File: src/rtl/rv32_periph_pkg.sv
// Shared types and helpers for the peripheral bus arbiter: FSM states,
// address regions and the region decode / cycle-select functions.
package rv32_periph_pkg;

    typedef enum logic [1:0] {
        IDLE = 2'd0,
        BUS  = 2'd1,
        RESP = 2'd2
    } arb_state_e;

    typedef enum logic [1:0] {
        REG_UART = 2'd0,
        REG_SPI  = 2'd1,
        REG_VGA  = 2'd2,
        REG_NONE = 2'd3
    } region_e;

    // Two most-significant address bits select the peripheral region.
    function automatic region_e region_decode(input logic [1:0] top_bits);
        region_e r;
        case (top_bits)
            2'b00:   r = REG_UART;
            2'b01:   r = REG_SPI;
            2'b10:   r = REG_VGA;
            default: r = REG_NONE;
        endcase
        return r;
    endfunction

    // One-hot per-slave CYC vector {vga, spi, uart}; unmapped drives nothing.
    function automatic logic [2:0] cyc_onehot(input region_e r);
        logic [2:0] v;
        case (r)
            REG_UART: v = 3'b001;
            REG_SPI:  v = 3'b010;
            REG_VGA:  v = 3'b100;
            default:  v = 3'b000;
        endcase
        return v;
    endfunction

endpackage

File: src/rtl/rv32_periph_bus_arbiter_if.sv
// Requester ports and shared Wishbone peripheral bus seen by the arbiter.
// The master modport is the arbiter (it masters the peripheral bus);
// the slave modport is the environment: requesters plus peripherals.
interface rv32_periph_bus_arbiter_if #(
    parameter int ADDR_W = 16
);
    logic              m0_req_i;
    logic              m0_we_i;
    logic [3:0]        m0_sel_i;
    logic [ADDR_W-1:0] m0_adr_i;
    logic [31:0]       m0_dat_i;
    logic              m0_ack_o;
    logic              m0_err_o;
    logic [31:0]       m0_dat_o;

    logic              m1_req_i;
    logic              m1_we_i;
    logic [3:0]        m1_sel_i;
    logic [ADDR_W-1:0] m1_adr_i;
    logic [31:0]       m1_dat_i;
    logic              m1_ack_o;
    logic              m1_err_o;
    logic [31:0]       m1_dat_o;

    logic [ADDR_W-1:0] wb_adr_o;
    logic [31:0]       wb_dat_o;
    logic              wb_we_o;
    logic              wb_stb_o;
    logic [3:0]        wb_sel_o;
    logic              uart_cyc_o;
    logic              spi_cyc_o;
    logic              vga_cyc_o;
    logic              uart_ack_i;
    logic              spi_ack_i;
    logic              vga_ack_i;
    logic [31:0]       uart_dat_i;
    logic [31:0]       spi_dat_i;
    logic              busy_o;

    modport master (
        input  m0_req_i, m0_we_i, m0_sel_i, m0_adr_i, m0_dat_i,
        output m0_ack_o, m0_err_o, m0_dat_o,
        input  m1_req_i, m1_we_i, m1_sel_i, m1_adr_i, m1_dat_i,
        output m1_ack_o, m1_err_o, m1_dat_o,
        output wb_adr_o, wb_dat_o, wb_we_o, wb_stb_o, wb_sel_o,
        output uart_cyc_o, spi_cyc_o, vga_cyc_o,
        input  uart_ack_i, spi_ack_i, vga_ack_i, uart_dat_i, spi_dat_i,
        output busy_o
    );

    modport slave (
        output m0_req_i, m0_we_i, m0_sel_i, m0_adr_i, m0_dat_i,
        input  m0_ack_o, m0_err_o, m0_dat_o,
        output m1_req_i, m1_we_i, m1_sel_i, m1_adr_i, m1_dat_i,
        input  m1_ack_o, m1_err_o, m1_dat_o,
        input  wb_adr_o, wb_dat_o, wb_we_o, wb_stb_o, wb_sel_o,
        input  uart_cyc_o, spi_cyc_o, vga_cyc_o,
        output uart_ack_i, spi_ack_i, vga_ack_i, uart_dat_i, spi_dat_i,
        input  busy_o
    );

endinterface

File: src/rtl/rv32_rr_arbiter2.sv
// Two-way round-robin grant. A lone request wins outright; on contention the
// requester that did not win last time is chosen. last_grant resets to 1 so
// requester 0 wins the first contention.
module rv32_rr_arbiter2 (
    input  logic       clk_i,
    input  logic       rst_i,
    input  logic [1:0] req_i,
    input  logic       update_i,
    output logic       valid_o,
    output logic       grant_o
);

    logic last_grant_r;

    // Grant selection from the current requests and the previous winner.
    always_comb begin
        valid_o = |req_i;
        case (req_i)
            2'b01:   grant_o = 1'b0;
            2'b10:   grant_o = 1'b1;
            2'b11:   grant_o = ~last_grant_r;
            default: grant_o = 1'b0;
        endcase
    end

    // Remember the winner whenever a grant is actually taken.
    always_ff @(posedge clk_i) begin
        if (rst_i) begin
            last_grant_r <= 1'b1;
        end else if (update_i && valid_o) begin
            last_grant_r <= grant_o;
        end else begin
            last_grant_r <= last_grant_r;
        end
    end

endmodule

File: src/rtl/rv32_periph_bus_arbiter.sv
// Shares the UART/SPI/VGA Wishbone peripheral bus between the CPU load/store
// port (m0) and the DMA/boot-loader (m1). One classic cycle at a time:
// IDLE latches the granted request, BUS holds CYC/STB until ACK or timeout,
// RESP returns a one-cycle ack to the granted requester. Unmapped addresses
// skip the bus and answer with an error straight away.
module rv32_periph_bus_arbiter
    import rv32_periph_pkg::*;
#(
    parameter int ADDR_W  = 16,
    parameter int TIMEOUT = 255,
    parameter int TO_W    = 16
) (
    input  logic clk_i,
    input  logic rst_i,
    rv32_periph_bus_arbiter_if.master bus
);

    arb_state_e        state_r, state_n;
    region_e           region_r, region_n;
    logic              grant_r, grant_n;
    logic [TO_W-1:0]   cnt_r, cnt_n;
    logic [ADDR_W-1:0] wb_adr_r, wb_adr_n;
    logic [31:0]       wb_dat_r, wb_dat_n;
    logic              wb_we_r, wb_we_n;
    logic [3:0]        wb_sel_r, wb_sel_n;
    logic              stb_r, stb_n;
    logic [2:0]        cyc_r, cyc_n;
    logic [1:0]        ack_r, ack_n;
    logic [1:0]        err_r, err_n;
    logic [31:0]       m0_dat_r, m0_dat_n;
    logic [31:0]       m1_dat_r, m1_dat_n;
    logic              busy_r;

    logic [1:0]        req_s;
    logic              grant_valid_s;
    logic              grant_s;
    logic              update_s;
    logic              pick_we_s;
    logic [3:0]        pick_sel_s;
    logic [ADDR_W-1:0] pick_adr_s;
    logic [31:0]       pick_dat_s;
    region_e           pick_region_s;
    logic              slave_ack_s;
    logic [31:0]       slave_dat_s;
    logic              done_s;
    logic              done_err_s;
    logic [31:0]       done_dat_s;
    logic              done_grant_s;

    assign req_s    = {bus.m1_req_i, bus.m0_req_i};
    assign update_s = (state_r == IDLE);

    rv32_rr_arbiter2 u_rr (
        .clk_i    (clk_i),
        .rst_i    (rst_i),
        .req_i    (req_s),
        .update_i (update_s),
        .valid_o  (grant_valid_s),
        .grant_o  (grant_s)
    );

    assign pick_we_s     = grant_s ? bus.m1_we_i  : bus.m0_we_i;
    assign pick_sel_s    = grant_s ? bus.m1_sel_i : bus.m0_sel_i;
    assign pick_adr_s    = grant_s ? bus.m1_adr_i : bus.m0_adr_i;
    assign pick_dat_s    = grant_s ? bus.m1_dat_i : bus.m0_dat_i;
    assign pick_region_s = region_decode(pick_adr_s[ADDR_W-1:ADDR_W-2]);

    // Only the addressed slave's ACK and data matter; VGA reads return zero.
    always_comb begin
        case (region_r)
            REG_UART: begin
                slave_ack_s = bus.uart_ack_i;
                slave_dat_s = bus.uart_dat_i;
            end
            REG_SPI: begin
                slave_ack_s = bus.spi_ack_i;
                slave_dat_s = bus.spi_dat_i;
            end
            REG_VGA: begin
                slave_ack_s = bus.vga_ack_i;
                slave_dat_s = 32'h0000_0000;
            end
            default: begin
                slave_ack_s = 1'b0;
                slave_dat_s = 32'h0000_0000;
            end
        endcase
    end

    // Next-state and next-output logic for the IDLE -> BUS -> RESP sequence.
    always_comb begin
        state_n      = state_r;
        region_n     = region_r;
        grant_n      = grant_r;
        cnt_n        = cnt_r;
        wb_adr_n     = wb_adr_r;
        wb_dat_n     = wb_dat_r;
        wb_we_n      = wb_we_r;
        wb_sel_n     = wb_sel_r;
        stb_n        = stb_r;
        cyc_n        = cyc_r;
        done_s       = 1'b0;
        done_err_s   = 1'b0;
        done_dat_s   = 32'h0000_0000;
        done_grant_s = grant_r;

        case (state_r)
            IDLE: begin
                if (grant_valid_s) begin
                    grant_n      = grant_s;
                    region_n     = pick_region_s;
                    done_grant_s = grant_s;
                    if (pick_region_s == REG_NONE) begin
                        state_n    = RESP;
                        done_s     = 1'b1;
                        done_err_s = 1'b1;
                    end else begin
                        state_n  = BUS;
                        cnt_n    = {TO_W{1'b0}};
                        wb_adr_n = pick_adr_s;
                        wb_dat_n = pick_dat_s;
                        wb_we_n  = pick_we_s;
                        wb_sel_n = pick_sel_s;
                        stb_n    = 1'b1;
                        cyc_n    = cyc_onehot(pick_region_s);
                    end
                end else begin
                    state_n = IDLE;
                end
            end
            BUS: begin
                if (slave_ack_s || (cnt_r == TO_W'(TIMEOUT - 1))) begin
                    // An ACK on the final allowed cycle still counts as success.
                    state_n    = RESP;
                    done_s     = 1'b1;
                    done_err_s = ~slave_ack_s;
                    done_dat_s = slave_ack_s ? slave_dat_s : 32'h0000_0000;
                    wb_adr_n   = {ADDR_W{1'b0}};
                    wb_dat_n   = 32'h0000_0000;
                    wb_we_n    = 1'b0;
                    wb_sel_n   = 4'b0000;
                    stb_n      = 1'b0;
                    cyc_n      = 3'b000;
                end else begin
                    cnt_n = cnt_r + TO_W'(1);
                end
            end
            RESP: begin
                state_n = IDLE;
            end
            default: begin
                state_n = IDLE;
                stb_n   = 1'b0;
                cyc_n   = 3'b000;
            end
        endcase

        ack_n    = done_s ? (done_grant_s ? 2'b10 : 2'b01) : 2'b00;
        err_n    = (done_s && done_err_s) ? (done_grant_s ? 2'b10 : 2'b01) : 2'b00;
        m0_dat_n = (done_s && !done_grant_s) ? done_dat_s : 32'h0000_0000;
        m1_dat_n = (done_s && done_grant_s) ? done_dat_s : 32'h0000_0000;
    end

    // State and registered outputs; reset clears everything, including a live cycle.
    always_ff @(posedge clk_i) begin
        if (rst_i) begin
            state_r  <= IDLE;
            region_r <= REG_UART;
            grant_r  <= 1'b0;
            cnt_r    <= {TO_W{1'b0}};
            wb_adr_r <= {ADDR_W{1'b0}};
            wb_dat_r <= 32'h0000_0000;
            wb_we_r  <= 1'b0;
            wb_sel_r <= 4'b0000;
            stb_r    <= 1'b0;
            cyc_r    <= 3'b000;
            ack_r    <= 2'b00;
            err_r    <= 2'b00;
            m0_dat_r <= 32'h0000_0000;
            m1_dat_r <= 32'h0000_0000;
            busy_r   <= 1'b0;
        end else begin
            state_r  <= state_n;
            region_r <= region_n;
            grant_r  <= grant_n;
            cnt_r    <= cnt_n;
            wb_adr_r <= wb_adr_n;
            wb_dat_r <= wb_dat_n;
            wb_we_r  <= wb_we_n;
            wb_sel_r <= wb_sel_n;
            stb_r    <= stb_n;
            cyc_r    <= cyc_n;
            ack_r    <= ack_n;
            err_r    <= err_n;
            m0_dat_r <= m0_dat_n;
            m1_dat_r <= m1_dat_n;
            busy_r   <= (state_n != IDLE);
        end
    end

    assign bus.wb_adr_o   = wb_adr_r;
    assign bus.wb_dat_o   = wb_dat_r;
    assign bus.wb_we_o    = wb_we_r;
    assign bus.wb_sel_o   = wb_sel_r;
    assign bus.wb_stb_o   = stb_r;
    assign bus.uart_cyc_o = cyc_r[0];
    assign bus.spi_cyc_o  = cyc_r[1];
    assign bus.vga_cyc_o  = cyc_r[2];
    assign bus.m0_ack_o   = ack_r[0];
    assign bus.m1_ack_o   = ack_r[1];
    assign bus.m0_err_o   = err_r[0];
    assign bus.m1_err_o   = err_r[1];
    assign bus.m0_dat_o   = m0_dat_r;
    assign bus.m1_dat_o   = m1_dat_r;
    assign bus.busy_o     = busy_r;

endmodule

File: src/flat_wrapper.sv
// flat-port wrapper written by rule: the top's interface ports become plain ports
module rv32_periph_bus_arbiter_flat import rv32_periph_pkg::*;
#(
    parameter int ADDR_W  = 16,
    parameter int TIMEOUT = 255,
    parameter int TO_W    = 16
)
  (clk_i, rst_i, bus_m0_req_i, bus_m0_we_i, bus_m0_sel_i, bus_m0_adr_i, bus_m0_dat_i, bus_m0_ack_o, bus_m0_err_o, bus_m0_dat_o, bus_m1_req_i, bus_m1_we_i, bus_m1_sel_i, bus_m1_adr_i, bus_m1_dat_i, bus_m1_ack_o, bus_m1_err_o, bus_m1_dat_o, bus_wb_adr_o, bus_wb_dat_o, bus_wb_we_o, bus_wb_stb_o, bus_wb_sel_o, bus_uart_cyc_o, bus_spi_cyc_o, bus_vga_cyc_o, bus_uart_ack_i, bus_spi_ack_i, bus_vga_ack_i, bus_uart_dat_i, bus_spi_dat_i, bus_busy_o);
  rv32_periph_bus_arbiter_if #(.ADDR_W(ADDR_W)) bus_i ();
  input  logic clk_i;
  input  logic rst_i;
  input wire logic [$bits(bus_i.m0_req_i)-1:0] bus_m0_req_i;
  input wire logic [$bits(bus_i.m0_we_i)-1:0] bus_m0_we_i;
  input wire logic [$bits(bus_i.m0_sel_i)-1:0] bus_m0_sel_i;
  input wire logic [$bits(bus_i.m0_adr_i)-1:0] bus_m0_adr_i;
  input wire logic [$bits(bus_i.m0_dat_i)-1:0] bus_m0_dat_i;
  output wire logic [$bits(bus_i.m0_ack_o)-1:0] bus_m0_ack_o;
  output wire logic [$bits(bus_i.m0_err_o)-1:0] bus_m0_err_o;
  output wire logic [$bits(bus_i.m0_dat_o)-1:0] bus_m0_dat_o;
  input wire logic [$bits(bus_i.m1_req_i)-1:0] bus_m1_req_i;
  input wire logic [$bits(bus_i.m1_we_i)-1:0] bus_m1_we_i;
  input wire logic [$bits(bus_i.m1_sel_i)-1:0] bus_m1_sel_i;
  input wire logic [$bits(bus_i.m1_adr_i)-1:0] bus_m1_adr_i;
  input wire logic [$bits(bus_i.m1_dat_i)-1:0] bus_m1_dat_i;
  output wire logic [$bits(bus_i.m1_ack_o)-1:0] bus_m1_ack_o;
  output wire logic [$bits(bus_i.m1_err_o)-1:0] bus_m1_err_o;
  output wire logic [$bits(bus_i.m1_dat_o)-1:0] bus_m1_dat_o;
  output wire logic [$bits(bus_i.wb_adr_o)-1:0] bus_wb_adr_o;
  output wire logic [$bits(bus_i.wb_dat_o)-1:0] bus_wb_dat_o;
  output wire logic [$bits(bus_i.wb_we_o)-1:0] bus_wb_we_o;
  output wire logic [$bits(bus_i.wb_stb_o)-1:0] bus_wb_stb_o;
  output wire logic [$bits(bus_i.wb_sel_o)-1:0] bus_wb_sel_o;
  output wire logic [$bits(bus_i.uart_cyc_o)-1:0] bus_uart_cyc_o;
  output wire logic [$bits(bus_i.spi_cyc_o)-1:0] bus_spi_cyc_o;
  output wire logic [$bits(bus_i.vga_cyc_o)-1:0] bus_vga_cyc_o;
  input wire logic [$bits(bus_i.uart_ack_i)-1:0] bus_uart_ack_i;
  input wire logic [$bits(bus_i.spi_ack_i)-1:0] bus_spi_ack_i;
  input wire logic [$bits(bus_i.vga_ack_i)-1:0] bus_vga_ack_i;
  input wire logic [$bits(bus_i.uart_dat_i)-1:0] bus_uart_dat_i;
  input wire logic [$bits(bus_i.spi_dat_i)-1:0] bus_spi_dat_i;
  output wire logic [$bits(bus_i.busy_o)-1:0] bus_busy_o;
  assign bus_i.m0_req_i = bus_m0_req_i;
  assign bus_i.m0_we_i = bus_m0_we_i;
  assign bus_i.m0_sel_i = bus_m0_sel_i;
  assign bus_i.m0_adr_i = bus_m0_adr_i;
  assign bus_i.m0_dat_i = bus_m0_dat_i;
  assign bus_m0_ack_o = bus_i.m0_ack_o;
  assign bus_m0_err_o = bus_i.m0_err_o;
  assign bus_m0_dat_o = bus_i.m0_dat_o;
  assign bus_i.m1_req_i = bus_m1_req_i;
  assign bus_i.m1_we_i = bus_m1_we_i;
  assign bus_i.m1_sel_i = bus_m1_sel_i;
  assign bus_i.m1_adr_i = bus_m1_adr_i;
  assign bus_i.m1_dat_i = bus_m1_dat_i;
  assign bus_m1_ack_o = bus_i.m1_ack_o;
  assign bus_m1_err_o = bus_i.m1_err_o;
  assign bus_m1_dat_o = bus_i.m1_dat_o;
  assign bus_wb_adr_o = bus_i.wb_adr_o;
  assign bus_wb_dat_o = bus_i.wb_dat_o;
  assign bus_wb_we_o = bus_i.wb_we_o;
  assign bus_wb_stb_o = bus_i.wb_stb_o;
  assign bus_wb_sel_o = bus_i.wb_sel_o;
  assign bus_uart_cyc_o = bus_i.uart_cyc_o;
  assign bus_spi_cyc_o = bus_i.spi_cyc_o;
  assign bus_vga_cyc_o = bus_i.vga_cyc_o;
  assign bus_i.uart_ack_i = bus_uart_ack_i;
  assign bus_i.spi_ack_i = bus_spi_ack_i;
  assign bus_i.vga_ack_i = bus_vga_ack_i;
  assign bus_i.uart_dat_i = bus_uart_dat_i;
  assign bus_i.spi_dat_i = bus_spi_dat_i;
  assign bus_busy_o = bus_i.busy_o;
  rv32_periph_bus_arbiter #(.ADDR_W(ADDR_W), .TIMEOUT(TIMEOUT), .TO_W(TO_W)) u_core (.clk_i(clk_i), .rst_i(rst_i), .bus(bus_i));
endmodule
File: config.mk
export PLATFORM = sky130hd
export DESIGN_NAME = rv32_periph_bus_arbiter_flat
export DESIGN_NICKNAME = d
export VERILOG_FILES = /design/src/rtl/rv32_periph_pkg.sv /design/src/rtl/rv32_periph_bus_arbiter_if.sv /design/src/rtl/rv32_rr_arbiter2.sv /design/src/rtl/rv32_periph_bus_arbiter.sv /design/src/flat_wrapper.sv
export SDC_FILE = /design/constraint.sdc
export NUM_CORES = 1
export LEC_CHECK = 0
export BUFFER_PORTS_ARGS = -buffer_cell sky130_fd_sc_hd__buf_2
export CORE_MARGIN = 2
export CORE_UTILIZATION = 46
export CTS_CLUSTER_DIAMETER = 100
export DETAILED_ROUTE_END_ITERATION = 6
export PLACE_DENSITY = 0.8
export SYNTH_ARGS = -nofsm -noshare
export SYNTH_HDL_FRONTEND = slang
export SYNTH_SLANG_ARGS = --single-unit
export TNS_END_PERCENT = 5
File: constraint.sdc
create_clock -name clk_i -period 2.35 [get_ports clk_i]
set_clock_uncertainty 0.1 [all_clocks]
set_input_delay 0 -clock clk_i [delete_from_list [all_inputs] [get_ports clk_i]]
set_output_delay 0 -clock clk_i [all_outputs]
set_load 0.02 [all_outputs]
; ---- After elaboration in Yosys (flattened, before gate mapping)
; Cells that the tools add are included.
[totals]
reg_bits = 148
word_cells = 113
[classes]
n_addsub = 1
n_eq_ne = 16
n_mux = 52
bitwise = 7
reduce_logical = 21
[ops]
columns = operator, n
row1 = $mux 32, 7
row2 = $pmux 32 s2, 2
row3 = $mux 16, 7
row4 = $pmux 16 s2, 2
row5 = $pmux 3 s3, 2
row6 = $add 16x1->16 const B, 1
row7 = $eq 16x8->1 const B, 1
row8 = $mux 4, 4
row9 = $eq 2x2->1 const B, 7
row10 = $mux 1, 12
row11 = $reduce_and 4->1, 3
row12 = $reduce_or 2->1, 5
row13 = $mux 3, 3
row14 = $eq 2x1->1 const B, 4
row15 = $logic_not 2->1, 4
row16 = $mux 2, 4
row17 = $pmux 1 s2, 4
row18 = $pmux 4 s2, 1
row19 = $not 1->1, 7
row20 = $pmux 1 s3, 2
row21 = $pmux 2 s3, 1
row22 = $logic_and 1x1->1, 4
row23 = $ne 2x1->1 const B, 2
row24 = $ne 2x2->1 const B, 2
row25 = other kinds (5), 6

; ---- Logic depth before layout (Yosys ltp)
[depth]
ltp_word = 12
mapped_depth = 8
ltp_nobuf = 6

; ---- By module
; A second synthesis with hierarchy kept.
[unflattened]
cells_unflattened = 660
area_unflattened_um2 = 6379.9
[modules_own_cells]
columns = module, n_inst, cells_per_inst, area_per_inst_um2
row1 = rv32_periph_bus_arbiter, 1, 654, 6323.6
row2 = rv32_rr_arbiter2, 1, 6, 56.3

; ---- Worst setup path after synthesis
; OpenSTA, ideal clock, no wires.
[synth_path]
kind = reg-to-reg
from = reg u_core.cnt_r[0]
to = reg u_core.cnt_r[2]
setup_time_ns = 0.071
arrival_time_ns = 1.700
setup_slack_ns = 0.479
path_stages_with_launch = 9
path_buffers = 2
cell_sequence = dfxtp_1 inv_1 ha_1 and3b_1 and4_1 buf_4 buf_2 or3_1 a21oi_1
[synth_between]
elab_chain_cells = 4
[synth_rtl]
columns = item, line
row1 = from (decl), rv32_periph_bus_arbiter.sv:21  ; logic [TO_W-1:0] cnt_r, cnt_n;
row2 = from (signal assigned), rv32_periph_bus_arbiter.sv:170  ; cnt_r <= {TO_W{1'b0}};
row3 = from (signal assigned), rv32_periph_bus_arbiter.sv:186  ; cnt_r <= cnt_n;
row4 = branches (longest 4 deep; another with $add 16x1->16), -
; Parallel ways; which one is timed is not known. The select of a mux whose other input is x is not followed.
; A chain may end at the register's enable or synchronous reset.

; ---- Worst setup path in the final report
[layout_path]
from = reg u_core.region_r[0]
to = reg u_core.m0_dat_r[12] (netlist: u_core.bus.m0_dat_o[12])
[layout_between]
elab_chain_cells = 8
[layout_rtl]
columns = item, line
row1 = from (decl), rv32_periph_bus_arbiter.sv:19  ; region_e region_r, region_n;
row2 = from (signal assigned), rv32_periph_bus_arbiter.sv:184  ; region_r <= region_n;
row3 = "$eq 2x2->1, or another cell as far along", rv32_periph_bus_arbiter.sv:70  ; case (region_r)
row4 = $pmux 1 s3, rv32_periph_bus_arbiter.sv:70
row5 = $logic_or 1x1->1, rv32_periph_bus_arbiter.sv:132  ; if (slave_ack_s || (cnt_r == TO_W'(TIMEOUT - 1))) begin
row6 = $mux 1, rv32_periph_bus_arbiter.sv:132
row7 = $pmux 1 s2, rv32_periph_bus_arbiter.sv:107  ; case (state_r)
row8 = $logic_and 1x1->1, rv32_periph_bus_arbiter.sv:160  ; m0_dat_n = (done_s && !done_grant_s) ? done_dat_s : 32'h0000_0000;
row9 = $not 1->1 (no line), -
row10 = $reduce_or 2->1 (no line), -
row11 = to (signal assigned), rv32_periph_bus_arbiter.sv:195  ; m0_dat_r <= m0_dat_n;
row12 = to (decl), rv32_periph_bus_arbiter.sv:30  ; logic [31:0] m0_dat_r, m0_dat_n;
; Parallel ways exist; a longest one is shown, timed or not.

==> qor.yml <==
layout_common_cells: "302 x buf_2, 176 x dlygate4sd3_1, 147 x dfxtp_1"
drtIter0Drc: 738
fin_crit_ns: 2.22
crit_path_cell_trace: "buf_6 > mux2_2 > dlygate4sd3_1 > nand2_1 > a211oi_1"
synth_edf_count: 0
final_common_cell: "buf_2"
p_int_uw: 4970
gr-total-overflow: 0
cts_tree: "yes"
port_buffers: 302
power_frac_seq: 0.384
ios: 303
setup_ws_ns: 0.125
multi_input_area_mm2: 0.00301
die_h_um: 121
synth-seq-cells: 148
root_buffer: "clkbuf_16"
hold_depth: 5
synthArstFlopShare: 0
relSlewSlack: 0.445
finalSetupViolCount: 0
wirelength_um: 25400
maxCapViolCount: 0
power_frac_clock: 0.370
antenna_found_initial: 2
rsz0062_at_grt: "false"
ys_warn_count: 0
die_w_um: 121
vias_per_cell: 5.72
insertion_delay_ns: 0.42
hp-class: "input port to register"
clk_pin_slew_ns: 0.07
status: "finished, final reports clean"
yosysTopAreaCell: "dfxtp_1"
place_ws_ns: 0.128
dp_hpwl_um: 13700
grt_pass1_vias: 7444
critPathCaptureType: "register"
required_ns: 2.55
max_clock_freq_ghz: 0.450
row_count: 42
layout.cells.non_filler: 1328
hold_end: "u_core.cnt_r[4]$_SDFFE_PP0P_"
wl_per_cell_um: 19.1
route.vias.total: 7600
clk_path_buf_depth: 2
regArea_mm2: 0.00296
ys_seq_area_frac: 0.473
syn_nets: 857
postSynthAreaPerCell_um2: 9.23
report.final.slew_viol_count: 0
mappedNetlistArea_mm2: 0.00626
core_mm2: 0.0132
switching_power_uw: 2200
crit_path_start_kind: "register"
die_area_mm2: 0.0146
firstDrtPassIters: 6
path_max_fanout: 33
floorplan.initialDensity: 0.473
worstHoldStart: "bus_vga_ack_i"
swShare: 0.307
cp_data_arrival_time_ns: 2.43
ir_worst_vdd_uv: 504
drive_gt1_frac: 0.358
reg2reg_depth: 5
place_area_mm2: 0.00791
grt_max_degree: 54
tns_ns: 0
synth_top_area_frac: 0.473
pwr-share-comb: 0.246
power_density_mw_per_mm2: 698
synthFlopType: "dfxtp_1"
finalHoldViolCount: 0
reg2reg_to: "u_core.bus.m0_dat_o[12]$_SDFF_PP0_"
reg2reg_slack_ns: 0.13
worst_slew_pin_slew_ns: 0.830
ant_nets: 0
grt_first_pass_wirelength_um: 38800
drcViolationCount: 0
synth_area_leaders: "dfxtp_1 47%, nand3_1 8.5%, a32o_1 8.2%, nand2_1 5.2%, mux2_2 4.0%"
power_leakage_uw: 0.00473
clock_sink_count: 148
ys_types: 58
worst-setup-path-type: "register to register"
grtUsageTotal: 0.341
syn_to_final_growth_pct: 64.0
nets: 1316
slowest_delay_ns: 0.58
synthCells: 678
fin_area_mm2: 0.0103
dpl.cell_count: 1118
cts_made_buffers: 17
period_share: 0.947
fillers: 826
gp_congestion: 0.799
worst_path_max_delay_cell: "dlygate4sd3_1"
cts_setup_buffers: 0
r2r-start: "u_core.region_r[0]$_SDFFE_PP0P_"
cts.htree.levels: 4
[flip-flops by register name (all words and copies together), names as in the netlist]
signal	flops
u_core.bus.m0_dat_o	32
u_core.bus.busy_o	1
u_core.bus.wb_we_o	1
u_core.state_r	2
u_core.bus.wb_sel_o	4
u_core.bus.wb_adr_o	16
u_core.bus.wb_stb_o	1
u_core.region_r	2
u_core.err_r	2
u_core.ack_r	2
u_core.bus.wb_dat_o	32
u_core.bus.m1_dat_o	32
u_core.u_rr.last_grant_r	1
u_core.cnt_r	16
u_core.grant_r	1
u_core.cyc_r	3
[critical path, delay by kind of cell (launching register included)]
kind	cells	cell delay, ns
AND/OR/NAND/NOR	1	0.12
buffers and inverters	2	0.93
flip-flops	1	0.40
AO/OA/AOI/OAI	1	0.32
multiplexers	1	0.22
[how the worst max path moves through the flow]
stage	from	endpoint	slack, ns
floorplan	u_core.cnt_r[0]$_SDFFE_PP0P_	u_core.cnt_r[2]$_SDFFE_PP0P_	0.48
global placement	u_core.cnt_r[10]$_SDFFE_PP0P_	u_core.bus.wb_dat_o[15]$_SDFFE_PP0P_	0.18
detailed placement	u_core.cnt_r[10]$_SDFFE_PP0P_	u_core.bus.wb_dat_o[2]$_SDFFE_PP0P_	0.13
CTS	u_core.cnt_r[11]$_SDFFE_PP0P_	u_core.bus.m0_dat_o[8]$_SDFF_PP0_	0.11
global route	u_core.cnt_r[10]$_SDFFE_PP0P_	u_core.bus.m0_dat_o[20]$_SDFF_PP0_	0.06
finish	u_core.region_r[0]$_SDFFE_PP0P_	u_core.bus.m0_dat_o[12]$_SDFF_PP0_	0.13
[power by group through the flow]
| stage | logic [µW] | registers, µW | clock network [µW] |
|---|---|---|---|
| 2_1_floorplan | 693 | 2940 | 0 |
| 3_3_place_gp | 1310 | 2790 | 0 |
| 3_5_place_dp | 1320 | 2800 | 0 |
| 4_1_cts | 1670 | 2740 | 2640 |
| 5_1_grt | 1870 | 2760 | 2800 |
| 6_report | 1760 | 2750 | 2650 |
[logic make-up (layout without fill, tap and decap cells)]
logic type      count (synthesis)  count (layout)  synth area share
other cells                     0               2                 0
fa+ha+maj                       2               2           0.00400
compound gates                133             133             0.177
flops                         148             148             0.473
simple gates                  292             292             0.230
buf+inv                        67             539            0.0510
mux                            36              36            0.0646
[layer usage]
| layer | vias to the layer above | global-route usage | share of wire |
|---|---|---|---|
| met5 | - | 0 | 0 |
| met4 | 0 | 0.166 | 0.043 |
| met3 | 98 | 0.0943 | 0.082 |
| met2 | 502 | 0.590 | 0.50 |
| met1 | 3565 | 0.386 | 0.37 |
| li1 | 3435 | - | - |
[Yosys cell counts (2+ instances only)]
master and instances:
buf_4 6, nand2_1 86, a32o_1 51, a21oi_1 17, nor4_1 4, o21ai_2 2
buf_2 18, clkbuf_1 30, nor3b_1 2, or4_1 12, nor3_1 4, buf_6 3
a2bb2oi_1 2, dfxtp_1 148, a31o_2 3, o21ai_1 2, o21ai_0 5, inv_1 6
buf_1 4, ha_1 2, nand4_1 6, a21bo_2 2, mux2i_1 12, nand3b_1 3
o211ai_1 3, a311oi_1 2, nor2_2 10, nor2_1 43, a211oi_1 21, o31ai_1 13
and4_1 3, nand3_1 106, mux2_2 22
[per-stage QoR]
| step | utilization | hold WS (ns) | total power, µW |
|---|---|---|---|
| 2_1_floorplan | - | 0.0195 | 3630 |
| 3_3_place_gp | 0.598 | 0.166 | 4110 |
| 3_5_place_dp | 0.598 | 0.181 | 4120 |
| 4_1_cts | 0.774 | 0.173 | 7060 |
| 5_1_grt | 0.775 | 0.252 | 7430 |
| 6_report | 0.775 | 0.192 | 7170 |
[final cells by class]
cell class | count | area share
repair buffers | 501 | 0.338
multi-input cells | 463 | 0.294
flip-flops and latches | 148 | 0.289
clock buffers | 17 | 0.0414
well taps | 176 | 0.0215
clock inverters | 15 | 0.0141
inverters | 6 | 0.00219
diodes | 2 | 0.000488
[repair_timing]
| action | 4_1_cts | 5_1_grt |
|---|---|---|
| setup endpoints to repair | 0 | 74 |
| hold buffers | 176 | 0 |
| gates resized for setup | 0 | 5 |
| endpoints found under the hold margin | 116 | 0 |
Power figures use the tool's default switching activity.
